`config.mk`:
```
export PLATFORM = sky130hd
export DESIGN_NAME = ksa_wb_sequencer_flat
export DESIGN_NICKNAME = d
export VERILOG_FILES = /design/src/rtl/ksa_wb_sequencer_if.sv /design/src/rtl/ksa_wb_sequencer.sv /design/src/flat_wrapper.sv
export SDC_FILE = /design/constraint.sdc
export NUM_CORES = 1
export LEC_CHECK = 0
export BUFFER_PORTS_ARGS = -buffer_cell sky130_fd_sc_hd__clkbuf_2
export CAP_MARGIN = 20
export CORE_UTILIZATION = 45
export CTS_CLUSTER_DIAMETER = 60
export DETAILED_ROUTE_END_ITERATION = 12
export HOLD_SLACK_MARGIN = 0.05
export PLACE_DENSITY_LB_ADDON = 0.12
export SYNTH_ARGS = -nofsm -noshare
export SYNTH_HDL_FRONTEND = slang
export SYNTH_SLANG_ARGS = --single-unit
```
`constraint.sdc`:
```
create_clock -name wb_clk_i -period 2.6 [get_ports wb_clk_i]
set_clock_uncertainty 0.15 [all_clocks]
set_input_delay 0.39 -clock wb_clk_i [delete_from_list [all_inputs] [get_ports wb_clk_i]]
set_output_delay 0.39 -clock wb_clk_i [all_outputs]
set_load 0.1 [all_outputs]
```
`src/rtl/ksa_wb_sequencer_if.sv`:
```
// ---------------------------------------------------------------------------
// ksa_wb_sequencer_if
// Wishbone classic slave bus bundle between the management SoC port and the
// Kogge-Stone adder sequencer. Signal names keep the SoC's _i/_o direction
// as seen from the slave.
//   wbs_stb_i, wbs_cyc_i, wbs_we_i : strobe / cycle / write enable
//   wbs_sel_i [3:0]                : byte selects
//   wbs_adr_i [31:0]               : byte address
//   wbs_dat_i [31:0]               : write data
//   wbs_ack_o                      : single-cycle acknowledge
//   wbs_dat_o [31:0]               : read data (valid while ack is high)
// ---------------------------------------------------------------------------
interface ksa_wb_sequencer_if;
  logic        wbs_stb_i;
  logic        wbs_cyc_i;
  logic        wbs_we_i;
  logic [3:0]  wbs_sel_i;
  logic [31:0] wbs_adr_i;
  logic [31:0] wbs_dat_i;
  logic        wbs_ack_o;
  logic [31:0] wbs_dat_o;

  modport master (
    output wbs_stb_i, wbs_cyc_i, wbs_we_i, wbs_sel_i, wbs_adr_i, wbs_dat_i,
    input  wbs_ack_o, wbs_dat_o
  );

  modport slave (
    input  wbs_stb_i, wbs_cyc_i, wbs_we_i, wbs_sel_i, wbs_adr_i, wbs_dat_i,
    output wbs_ack_o, wbs_dat_o
  );
endinterface

```
`src/rtl/ksa_wb_sequencer.sv`:
```
// ---------------------------------------------------------------------------
// ksa_wb_sequencer
// Wishbone slave front end for the 16-bit Kogge-Stone adder. Holds the two
// operands written by the SoC, drives them onto the adder, waits a
// programmable settle time, then captures {cout, sum} into RESULT. Optional
// accumulate (a <- sum on capture) and done interrupt.
//
// Ports:
//   wb_clk_i         : clock
//   wb_rst_n_i       : synchronous active-low reset
//   wbs              : Wishbone slave bundle (ksa_wb_sequencer_if.slave)
//   add_a_o, add_b_o : adder operands (straight from operand registers)
//   add_sum_i        : adder sum
//   add_cout_i       : adder carry out
//   irq_o            : done interrupt (registered)
//
// Register map (adr[3:2]):
//   0 CTRL     W: [0] start, [2] clr   RW: [1] acc, [3] irq_en
//   1 OPERANDS RW {b, a}, byte-masked by wbs_sel_i
//   2 RESULT   RO {15'b0, cout, sum}
//   3 STATUS   RO [0] busy [1] done [2] carry_sticky [3] busy_err [15:8] cap_cnt
//
// Optional feature macro: KSA_SEQ_IRQ_EN. When undefined irq_o is tied low
// and CTRL[3] is not stored (reads 0).
// ---------------------------------------------------------------------------
module ksa_wb_sequencer #(
  parameter logic [31:0] BASE_ADDR     = 32'h3000_0000,
  parameter int unsigned SETTLE_CYCLES = 2
) (
  input  logic                   wb_clk_i,
  input  logic                   wb_rst_n_i,
  ksa_wb_sequencer_if.slave      wbs,
  output logic [15:0]            add_a_o,
  output logic [15:0]            add_b_o,
  input  logic [15:0]            add_sum_i,
  input  logic                   add_cout_i,
  output logic                   irq_o
);

  // Counter reload: the capture edge is the one where cnt reaches 0, so
  // loading SETTLE_CYCLES-1 gives exactly SETTLE_CYCLES busy cycles.
  localparam logic [7:0] SETTLE_LOAD = 8'(SETTLE_CYCLES - 1);

  typedef enum logic {IDLE = 1'b0, SETTLE = 1'b1} state_t;

  state_t      state_q, state_d;
  logic [7:0]  cnt_q, cnt_d;
  logic [15:0] a_q, a_d;
  logic [15:0] b_q, b_d;
  logic [16:0] result_q, result_d;
  logic        done_q, done_d;
  logic        carry_sticky_q, carry_sticky_d;
  logic        busy_err_q, busy_err_d;
  logic [7:0]  cap_cnt_q, cap_cnt_d;
  logic        acc_q, acc_d;
  logic        ack_q, ack_d;
  logic [31:0] dat_q, dat_d;
  logic        irq_en_s;
`ifdef KSA_SEQ_IRQ_EN
  logic        irq_en_q, irq_en_d;
  logic        irq_q, irq_d;
`endif

  logic        req_s, wr_s, rd_s, busy_s;
  logic        ctrl_wr_s, ops_wr_s, start_s, clr_s;
  logic [1:0]  idx_s;
  logic        unused_adr_s;

  // A new request is only taken while ack is low, which forces a dead cycle
  // between consecutive acks.
  assign req_s     = wbs.wbs_cyc_i & wbs.wbs_stb_i & ~ack_q &
                     (wbs.wbs_adr_i[31:4] == BASE_ADDR[31:4]);
  assign wr_s      = req_s & wbs.wbs_we_i;
  assign rd_s      = req_s & ~wbs.wbs_we_i;
  assign idx_s     = wbs.wbs_adr_i[3:2];
  assign busy_s    = (state_q == SETTLE);
  assign ctrl_wr_s = wr_s & (idx_s == 2'd0);
  assign ops_wr_s  = wr_s & (idx_s == 2'd1);
  assign start_s   = ctrl_wr_s & wbs.wbs_dat_i[0];
  assign clr_s     = ctrl_wr_s & wbs.wbs_dat_i[2];
  assign unused_adr_s = ^wbs.wbs_adr_i[1:0];

`ifdef KSA_SEQ_IRQ_EN
  assign irq_en_s = irq_en_q;
`else
  assign irq_en_s = 1'b0;
`endif

  // Next-state computation for the bus slave, register file and settle FSM.
  always_comb begin
    state_d        = state_q;
    cnt_d          = cnt_q;
    a_d            = a_q;
    b_d            = b_q;
    result_d       = result_q;
    done_d         = done_q;
    carry_sticky_d = carry_sticky_q;
    busy_err_d     = busy_err_q;
    cap_cnt_d      = cap_cnt_q;
    acc_d          = acc_q;
    ack_d          = req_s;
    dat_d          = 32'd0;
`ifdef KSA_SEQ_IRQ_EN
    irq_en_d       = irq_en_q;
    irq_d          = done_q & irq_en_q;
`endif

    // Read data is sampled before this edge's updates, so a read that
    // coincides with a capture returns the old RESULT.
    if (rd_s) begin
      case (idx_s)
        2'd0:    dat_d = {28'd0, irq_en_s, 1'b0, acc_q, 1'b0};
        2'd1:    dat_d = {b_q, a_q};
        2'd2:    dat_d = {15'd0, result_q};
        2'd3:    dat_d = {16'd0, cap_cnt_q, 4'd0, busy_err_q, carry_sticky_q,
                          done_q, busy_s};
        default: dat_d = 32'd0;
      endcase
    end else begin
      dat_d = 32'd0;
    end

    if (ctrl_wr_s) begin
      acc_d = wbs.wbs_dat_i[1];
`ifdef KSA_SEQ_IRQ_EN
      irq_en_d = wbs.wbs_dat_i[3];
`endif
    end else begin
      acc_d = acc_q;
    end

    // clr is applied before start/capture so a combined clr+start leaves a
    // fresh count that the following capture increments.
    if (clr_s) begin
      carry_sticky_d = 1'b0;
      busy_err_d     = 1'b0;
      cap_cnt_d      = 8'd0;
    end else begin
      carry_sticky_d = carry_sticky_q;
    end

    if (rd_s && (idx_s == 2'd2)) begin
      done_d = 1'b0;
    end else begin
      done_d = done_q;
    end

    case (state_q)
      IDLE: begin
        if (ops_wr_s) begin
          if (wbs.wbs_sel_i[0]) a_d[7:0]  = wbs.wbs_dat_i[7:0];   else a_d[7:0]  = a_q[7:0];
          if (wbs.wbs_sel_i[1]) a_d[15:8] = wbs.wbs_dat_i[15:8];  else a_d[15:8] = a_q[15:8];
          if (wbs.wbs_sel_i[2]) b_d[7:0]  = wbs.wbs_dat_i[23:16]; else b_d[7:0]  = b_q[7:0];
          if (wbs.wbs_sel_i[3]) b_d[15:8] = wbs.wbs_dat_i[31:24]; else b_d[15:8] = b_q[15:8];
        end else begin
          b_d = b_q;
        end
        if (start_s) begin
          state_d = SETTLE;
          cnt_d   = SETTLE_LOAD;
          done_d  = 1'b0;
        end else begin
          state_d = IDLE;
        end
      end
      SETTLE: begin
        if (start_s || ops_wr_s) begin
          busy_err_d = 1'b1;
        end else begin
          cnt_d = cnt_q;
        end
        if (cnt_q != 8'd0) begin
          cnt_d = cnt_q - 8'd1;
        end else begin
          // Capture edge; a capture wins over a same-cycle RESULT read
          // clearing done.
          result_d       = {add_cout_i, add_sum_i};
          done_d         = 1'b1;
          carry_sticky_d = carry_sticky_d | add_cout_i;
          cap_cnt_d      = cap_cnt_d + 8'd1;
          if (acc_q) a_d = add_sum_i; else a_d = a_q;
          state_d        = IDLE;
        end
      end
      default: state_d = IDLE;
    endcase
  end

  // State and output registers with synchronous active-low reset.
  always_ff @(posedge wb_clk_i) begin
    if (!wb_rst_n_i) begin
      state_q        <= IDLE;
      cnt_q          <= 8'd0;
      a_q            <= 16'd0;
      b_q            <= 16'd0;
      result_q       <= 17'd0;
      done_q         <= 1'b0;
      carry_sticky_q <= 1'b0;
      busy_err_q     <= 1'b0;
      cap_cnt_q      <= 8'd0;
      acc_q          <= 1'b0;
      ack_q          <= 1'b0;
      dat_q          <= 32'd0;
`ifdef KSA_SEQ_IRQ_EN
      irq_en_q       <= 1'b0;
      irq_q          <= 1'b0;
`endif
    end else begin
      state_q        <= state_d;
      cnt_q          <= cnt_d;
      a_q            <= a_d;
      b_q            <= b_d;
      result_q       <= result_d;
      done_q         <= done_d;
      carry_sticky_q <= carry_sticky_d;
      busy_err_q     <= busy_err_d;
      cap_cnt_q      <= cap_cnt_d;
      acc_q          <= acc_d;
      ack_q          <= ack_d;
      dat_q          <= dat_d;
`ifdef KSA_SEQ_IRQ_EN
      irq_en_q       <= irq_en_d;
      irq_q          <= irq_d;
`endif
    end
  end

  assign add_a_o       = a_q;
  assign add_b_o       = b_q;
  assign wbs.wbs_ack_o = ack_q;
  assign wbs.wbs_dat_o = dat_q;
`ifdef KSA_SEQ_IRQ_EN
  assign irq_o = irq_q;
`else
  assign irq_o = 1'b0;
`endif

endmodule
```
`src/flat_wrapper.sv`:
```
// flat-port wrapper written by rule: the top's interface ports become plain ports
module ksa_wb_sequencer_flat 
#(
  parameter logic [31:0] BASE_ADDR     = 32'h3000_0000,
  parameter int unsigned SETTLE_CYCLES = 2
)
  (wb_clk_i, wb_rst_n_i, add_a_o, add_b_o, add_sum_i, add_cout_i, irq_o, wbs_wbs_stb_i, wbs_wbs_cyc_i, wbs_wbs_we_i, wbs_wbs_sel_i, wbs_wbs_adr_i, wbs_wbs_dat_i, wbs_wbs_ack_o, wbs_wbs_dat_o);
  ksa_wb_sequencer_if wbs_i ();
  input  logic wb_clk_i;
  input  logic wb_rst_n_i;
  output logic [15:0] add_a_o;
  output logic [15:0] add_b_o;
  input  logic [15:0] add_sum_i;
  input  logic add_cout_i;
  output logic irq_o;
  input wire logic [$bits(wbs_i.wbs_stb_i)-1:0] wbs_wbs_stb_i;
  input wire logic [$bits(wbs_i.wbs_cyc_i)-1:0] wbs_wbs_cyc_i;
  input wire logic [$bits(wbs_i.wbs_we_i)-1:0] wbs_wbs_we_i;
  input wire logic [$bits(wbs_i.wbs_sel_i)-1:0] wbs_wbs_sel_i;
  input wire logic [$bits(wbs_i.wbs_adr_i)-1:0] wbs_wbs_adr_i;
  input wire logic [$bits(wbs_i.wbs_dat_i)-1:0] wbs_wbs_dat_i;
  output wire logic [$bits(wbs_i.wbs_ack_o)-1:0] wbs_wbs_ack_o;
  output wire logic [$bits(wbs_i.wbs_dat_o)-1:0] wbs_wbs_dat_o;
  assign wbs_i.wbs_stb_i = wbs_wbs_stb_i;
  assign wbs_i.wbs_cyc_i = wbs_wbs_cyc_i;
  assign wbs_i.wbs_we_i = wbs_wbs_we_i;
  assign wbs_i.wbs_sel_i = wbs_wbs_sel_i;
  assign wbs_i.wbs_adr_i = wbs_wbs_adr_i;
  assign wbs_i.wbs_dat_i = wbs_wbs_dat_i;
  assign wbs_wbs_ack_o = wbs_i.wbs_ack_o;
  assign wbs_wbs_dat_o = wbs_i.wbs_dat_o;
  ksa_wb_sequencer #(.BASE_ADDR(BASE_ADDR), .SETTLE_CYCLES(SETTLE_CYCLES)) u_core (.wb_clk_i(wb_clk_i), .wb_rst_n_i(wb_rst_n_i), .wbs(wbs_i), .add_a_o(add_a_o), .add_b_o(add_b_o), .add_sum_i(add_sum_i), .add_cout_i(add_cout_i), .irq_o(irq_o));
endmodule
```
==> results of run 1 <==
[registers in the layout, indices dropped and copies added, names as in the netlist]
name                   count
u_core.cap_cnt_q           8
u_core.wbs.wbs_dat_o      32
u_core.busy_err_q          1
u_core.done_q              1
u_core.add_b_o            16
u_core.acc_q               1
u_core.carry_sticky_q      1
u_core.cnt_q               8
u_core.add_a_o            16
u_core.result_q           17
u_core.busy_s              1
u_core.wbs.wbs_ack_o       1
[area by class of cell]
| cell class | count | area share (%) |
|---|---|---|
| flip-flops and latches | 103 | 37.88 |
| clock buffers | 10 | 2.340 |
| repair buffers | 169 | 16.29 |
| clock inverters | 5 | 1.078 |
| inverters | 15 | 1.032 |
| well taps | 129 | 2.959 |
| multi-input cells | 312 | 38.43 |
[routing by layer]
metal / routed length, um / vias up / GRT usage [%]
met5: 0 / - / 0
met4: 169 / 0 / 8.473
met3: 519 / 14 / 3.760
met2: 5345 / 105 / 37.78
met1: 4611 / 1739 / 27.52
li1: - / 1885 / -
[report_power, final]
group | total (mW) | switching [mW] | leakage, nW | internal, mW
Combinational | 0.172 | 0.0936 | 1.45 | 0.0780
Clock | 0.976 | 0.534 | 0.0888 | 0.442
Sequential | 1.57 | 0.0000000000959 | 0.830 | 1.57
[through the flow]
step	utilization [%]	total power, mW	hold WS, ps
floorplan	-	1.688	278.8
global placement	56.74	1.781	290.2
detailed placement	56.74	1.784	298.0
CTS	58.75	2.747	92.01
global route	58.75	2.832	97.67
finish	58.75	2.723	103.3
[kinds of logic (layout without fill, tap and decap cells)]
group	after synthesis	after routing	share of synthesized area [%]
buffers and inverters	48	199	4.721
and+or+nand+nor	183	183	22.19
adders and majority gates	2	2	0.5756
xor gates and xnor gates	12	12	2.418
other	1	1	0.08627
AOI/OAI and AO/OA	69	69	11.40
DFF	103	103	47.44
muxes	45	45	11.17
[critical path, delay by kind of cell (launching register included)]
family,cells,cell delay [ps]
xor+xnor,1,150
flops,1,350
fa+ha+maj,1,220
buf+inv,1,70
compound gates,1,200
simple gates,6,1110
[final timing paths]
check	start	end	slack, ps	cells past startpoint
hold / removal	add_sum_i[6]	u_core.result_q[6]$_SDFFE_PN0P_	100	3
setup / recovery	u_core.wbs.wbs_ack_o$_SDFF_PN0_	u_core.cap_cnt_q[6]$_SDFF_PN0_	260	10
hold reg to reg	u_core.result_q[16]$_SDFFE_PN0P_	u_core.result_q[16]$_SDFFE_PN0P_	310	2
setup reg to reg	u_core.wbs.wbs_ack_o$_SDFF_PN0_	u_core.cap_cnt_q[6]$_SDFF_PN0_	260	10
[placed cells by master (no fill, tap or decap), types with 3 or more instances in the layout]
cell type / instances
nor3_1: 3
nand2_1: 57
and2_1: 17
mux2i_1: 26
a32oi_1: 7
nor4_4: 3
xor2_1: 11
nor2_1: 60
dfxtp_1: 102
clkbuf_8: 9
o21ai_1: 3
mux2_2: 18
nor2b_1: 5
nand3_1: 11
o221a_2: 8
a21oi_1: 19
nor4_2: 4
buf_4: 17
o21ai_0: 4
a22oi_1: 16
clkbuf_2: 152
nand4_1: 4
inv_1: 15
[synthesized netlist by cell type (all sizes together) (8+ instances only)]
cell type,n
xor2,11
dfxtp,103
mux2,18
nand2,57
o21ai,8
a21oi,20
mux2i,26
clkbuf,22
inv,15
nor2,60
and2,17
a22oi,16
o221a,8
nand3,11
buf,11
==> key figures, run 1 <==
Status
  • Status: finished clean

Detailed routing
  • Routed Antenna Nets: 0
  • DR iter-0 viols: about 140
  • DRC errors left: 0
  • Vias/cell: 5.038
  • Vias: between 3k and 4k
  • Wire per inst: 14.33 um
  • 1st-pass router iterations: 4
  • Routed WL: 10650 um

Power and ir drop
  • PD cells: ~500 mW/mm^2
  • Static Leak: roughly 2.4 nW
  • Worst VDD drop: between 0.2 and 0.25 mV

Clock network
  • Clk slew on worst S/H paths: 100 ps
  • CTS resizes: 0
  • Post-CTS Setup Inserts: 0
  • Clk root buf: clkbuf_8
  • # clock sinks: 103
  • CTS HTree Levels: 3
  • Clock buffer count from CTS: 9
  • Worst skew pair latency: ~360 ps
  • Buffer depth of the longest clock path: 2
  • CTS tree: done
  • CTS Hold Buffers Added: 0

Layout
  • Filler Cell Count: 870
  • Nets: 702
  • Register area: 0.002066 mm^2
  • Footprint of the multi-input gates: approximately 0.0021 mm^2
  • Share of cells above drive strength 1: 37.13%
  • P&R area growth vs syn: 25.47%
  • Fin cells: 743
  • Design area: 0.005454 mm^2
  • # diodes: 0

GRT
  • Vias in the first global route: 3558
  • Largest net degree at the start of global routing: 39
  • Antenna violations before repair: 0
  • GRT overflow: 0
  • Total GRT Usage: between 20% and 30%
  • First-pass GRT wire length: 17200 um

Place
  • DP Area: 0.005268 mm^2
  • Placed cells: 728
  • Port bufs: around 150
  • Detail Placement HPWL: 7791 um
  • Pre-CTS worst setup slack: 67.80 ps
  • GPL Wtd Cong: roughly 0.79

Synthesis
  • Ranking of synthesized cells by area: dfxtp_1, mux2i_1, nor2_1, nand2_1, mux2_2
  • Synth Warn #: 0
  • Ys flop type: dfxtp_1
  • Register area share after synthesis: 47.44%
  • Post-synth ARST share: 0%
  • Post-synth top area cell: dfxtp_1
  • Synth cell types: 54
  • EDFF count, synth: 0
  • Syn Nets: 555
  • Seq cells post-synth: 103
  • Avg Inst Size Synth: around 9.4 um^2
  • Synthesized area: 0.004347 mm^2
  • Gate Count Post-Synth: 463
  • Top cell type's share of synthesized area: 47.44%

Die
  • Top Ports: ~160
  • Rows: 35
  • Initial Utilization: 46.82%
  • Die X: around 100 um
  • Core Area: 0.009284 mm^2
  • Full die area: slightly above 0.01 mm^2
  • DIE HEIGHT: 100.3 um

Timing
  • Crit path time final: 2341 ps
  • Setup TNS: 0 ps
  • Max Freq: 0.4271 GHz
  • Count of final setup violators: 0
  • Worst-margin pin slew: 580.2 ps
  • Pins over their slew limit: 0
  • Post-route setup slack: 258.6 ps
  • Setup repair after global routing missed its margin: no
  • Period utilization: 90.05%
  • Slew HR: 61.06%
  • Fin. Hold Viols: 0

Worst setup path
  • Crit-path cells: and4bb_2, nand4_4, or2_2, o21ai_2, inv_1, ha_1, and4_1, nand3_1, xor2_1, nor2_1
  • CP Data Arrival Time: 2450 ps
  • Critical path fanouts, max: 3
  • Crit-path slowest cell: dfxtp_4
  • Worst path max stage delay: approximately 350 ps
  • Crit path kind: flip-flop to flip-flop
  • Critical Path RT: 2710 ps
  • Element type at the critical path start: flip-flop
  • Setup crit end kind: flip-flop

Job
  • Max cap viols: 0

Min path
  • Hold WC Path Type: primary input to flip-flop
(Power assumes the default switching activity.)
==> inputs of run 2 (changes only) <==
--- a/config.mk
+++ b/config.mk
@@ -5,13 +5,13 @@
 export SDC_FILE = /design/constraint.sdc
 export NUM_CORES = 1
 export LEC_CHECK = 0
-export BUFFER_PORTS_ARGS = -buffer_cell sky130_fd_sc_hd__clkbuf_2
+export BUFFER_PORTS_ARGS = -buffer_cell sky130_fd_sc_hd__buf_4
 export CAP_MARGIN = 20
 export CORE_UTILIZATION = 45
 export CTS_CLUSTER_DIAMETER = 60
 export DETAILED_ROUTE_END_ITERATION = 12
 export HOLD_SLACK_MARGIN = 0.05
-export PLACE_DENSITY_LB_ADDON = 0.12
+export PLACE_DENSITY = 0.76
 export SYNTH_ARGS = -nofsm -noshare
 export SYNTH_HDL_FRONTEND = slang
 export SYNTH_SLANG_ARGS = --single-unit
==> constraint.sdc (replaced) <==
create_clock -name wb_clk_i -period 2.6 [get_ports wb_clk_i]
set_clock_uncertainty 0.15 [all_clocks]
set_input_delay 0.52 -clock wb_clk_i [delete_from_list [all_inputs] [get_ports wb_clk_i]]
set_output_delay 0.52 -clock wb_clk_i [all_outputs]
set_load 0.1 [all_outputs]
==> key figures, run 2 (synthesized netlist as in run 1, its figures left out) <==
Status
  • Status: finished clean

Place
  • Pre-CTS worst setup slack: 17.80 ps
  • Detail Placement HPWL: a little over 8000 um
  • GPL Wtd Cong: 0.8228
  • Port bufs: 152
  • Placed cells: 731
  • DP Area: 0.005709 mm^2

Clock network
  • Clk slew on worst S/H paths: approximately 90 ps
  • CTS HTree Levels: 3
  • Clock buffer count from CTS: 9
  • Buffer depth of the longest clock path: 2
  • Clk root buf: clkbuf_8
  • Post-CTS Setup Inserts: 0
  • CTS Hold Buffers Added: 0
  • Worst skew pair latency: 350 ps
  • CTS tree: done
  • # clock sinks: 103
  • CTS resizes: 0

Detailed routing
  • Vias/cell: a little over 5
  • Vias: 3801
  • Routed Antenna Nets: 0
  • DR iter-0 viols: 186
  • 1st-pass router iterations: 4
  • Wire per inst: 15.17 um
  • DRC errors left: 0
  • Routed WL: 11320 um

Power and ir drop
  • Static Leak: 2.493 nW
  • PD cells: 452.4 mW/mm^2
  • Worst VDD drop: roughly 0.21 mV

GRT
  • Vias in the first global route: 3682
  • Largest net degree at the start of global routing: 39
  • GRT overflow: 0
  • Antenna violations before repair: 0
  • First-pass GRT wire length: around 18000 um
  • Total GRT Usage: 22.80%

Job
  • Max cap viols: 0

Worst setup path
  • Crit-path slowest cell: nor4_4
  • Setup crit end kind: flip-flop
  • Crit path kind: primary input to flip-flop
  • R2R Path Start: u_core.wbs.wbs_ack_o$_SDFF_PN0_
  • CP Launch Point: wbs_wbs_adr_i[5]
  • Critical Path RT: 2690 ps
  • CP Data Arrival Time: approximately 2300 ps
  • Worst path max stage delay: approximately 340 ps
  • Element type at the critical path start: primary input
  • Critical path fanouts, max: 4
  • Crit-path cells: buf_4, nor4_4, nand4_4, or2_4, o21ai_2, inv_1, ha_1, and4_1, nand3_1, xor2_1, nor2_1

Die
  • Core Area: 0.009284 mm^2
  • Top Ports: 156
  • Initial Utilization: a little under half
  • Die X: 100.3 um
  • Full die area: 0.01006 mm^2
  • DIE HEIGHT: 100.3 um
  • Rows: 35

Timing
  • Fin. Hold Viols: 0
  • Setup TNS: 0 ps
  • Max Freq: around 0.45 GHz
  • Slew HR: 45.51%
  • Count of final setup violators: 0
  • Setup repair after global routing missed its margin: no
  • Worst-margin pin slew: between 800 and 900 ps
  • Crit path time final: 2206 ps
  • Pins over their slew limit: 0
  • Post-route setup slack: 394.1 ps
  • Period utilization: 84.84%

Layout
  • P&R area growth vs syn: 35.09%
  • Nets: 705
  • Commonest non-fill, non-tap cells in the layout: buf_4, dfxtp_1, nor2_1, nand2_1, mux2i_1
  • Share of cells above drive strength 1: 37.76%
  • Design area: 0.005872 mm^2
  • Max FFs per register: 32
  • Most common cell after layout, fill and taps aside: buf_4
  • Fin cells: 746
  • # diodes: 0

Min path
  • Hold wc startpoint: wbs_wbs_dat_i[30]
  • Hold WC Path Type: primary input to flip-flop
-- run 2: cell types whose count changed in the layout (fill, tap and decap cells not counted), moves of 2 or more --
| cell | before | now |
|---|---|---|
| nor4_2 | 4 | 1 |
| buf_4 | 17 | 172 |
| nor4_4 | 3 | 6 |
| clkinv_2 | 1 | 3 |
| clkbuf_2 | 152 | 0 |
-- run 2: metrics by stage --
step	hold WS (ps)	total power, mW	utilization, %
2_1_floorplan	278.8	1.690	-
3_3_place_gp	289.9	1.826	61.50
3_5_place_dp	296.2	1.830	61.50
4_1_cts	231.4	2.684	63.25
5_1_grt	234.8	2.769	63.25
6_report	248.7	2.657	63.25
-- run 2: layer usage --
layer / track usage (%) / vias to the layer above / wire (um)
met2: 39.41 / 112 / 5837
met1: 29.39 / 1786 / 4876
met3: 2.507 / 8 / 498
met5: 0 / - / 0
li1: - / 1895 / -
met4: 8.250 / 0 / 108
-- run 2: final timing paths --
path	endpoint	slack, ps	cells after the start
worst max-delay path	u_core.cap_cnt_q[6]$_SDFF_PN0_	390	11
worst max register to register	u_core.cap_cnt_q[6]$_SDFF_PN0_	420	10
worst min register to register	u_core.result_q[3]$_SDFFE_PN0P_	310	2
worst min-delay path	u_core.add_b_o[14]$_SDFFE_PN0P_	250	3
-- run 2: power breakdown --
group	internal, mW	leakage (nW)	switching (mW)	total [mW]
logic	0.115	1.58	0.102	0.217
clock network	0.340	0.0809	0.524	0.864
registers	1.58	0.830	0.0000000000918	1.58
-- run 2: cell type report --
class	instances	area [um^2]
Sequential cell	103	2063
Clock buffer	9	123.9
Fill cell	806	3412
Tap cell	129	161.4
Multi-Input combinational cell	312	2137
Clock inverter	6	38.79
Timing Repair Buffer	172	1291
Inverter	15	56.30
-- run 2: worst max-delay path, delay by kind of cell --
kind	cells	cell delay, ps
AOI/OAI and AO/OA	1	150
buffers and inverters	2	180
adders and majority gates	1	190
xor gates and xnor gates	1	150
and+or+nand+nor	6	1110
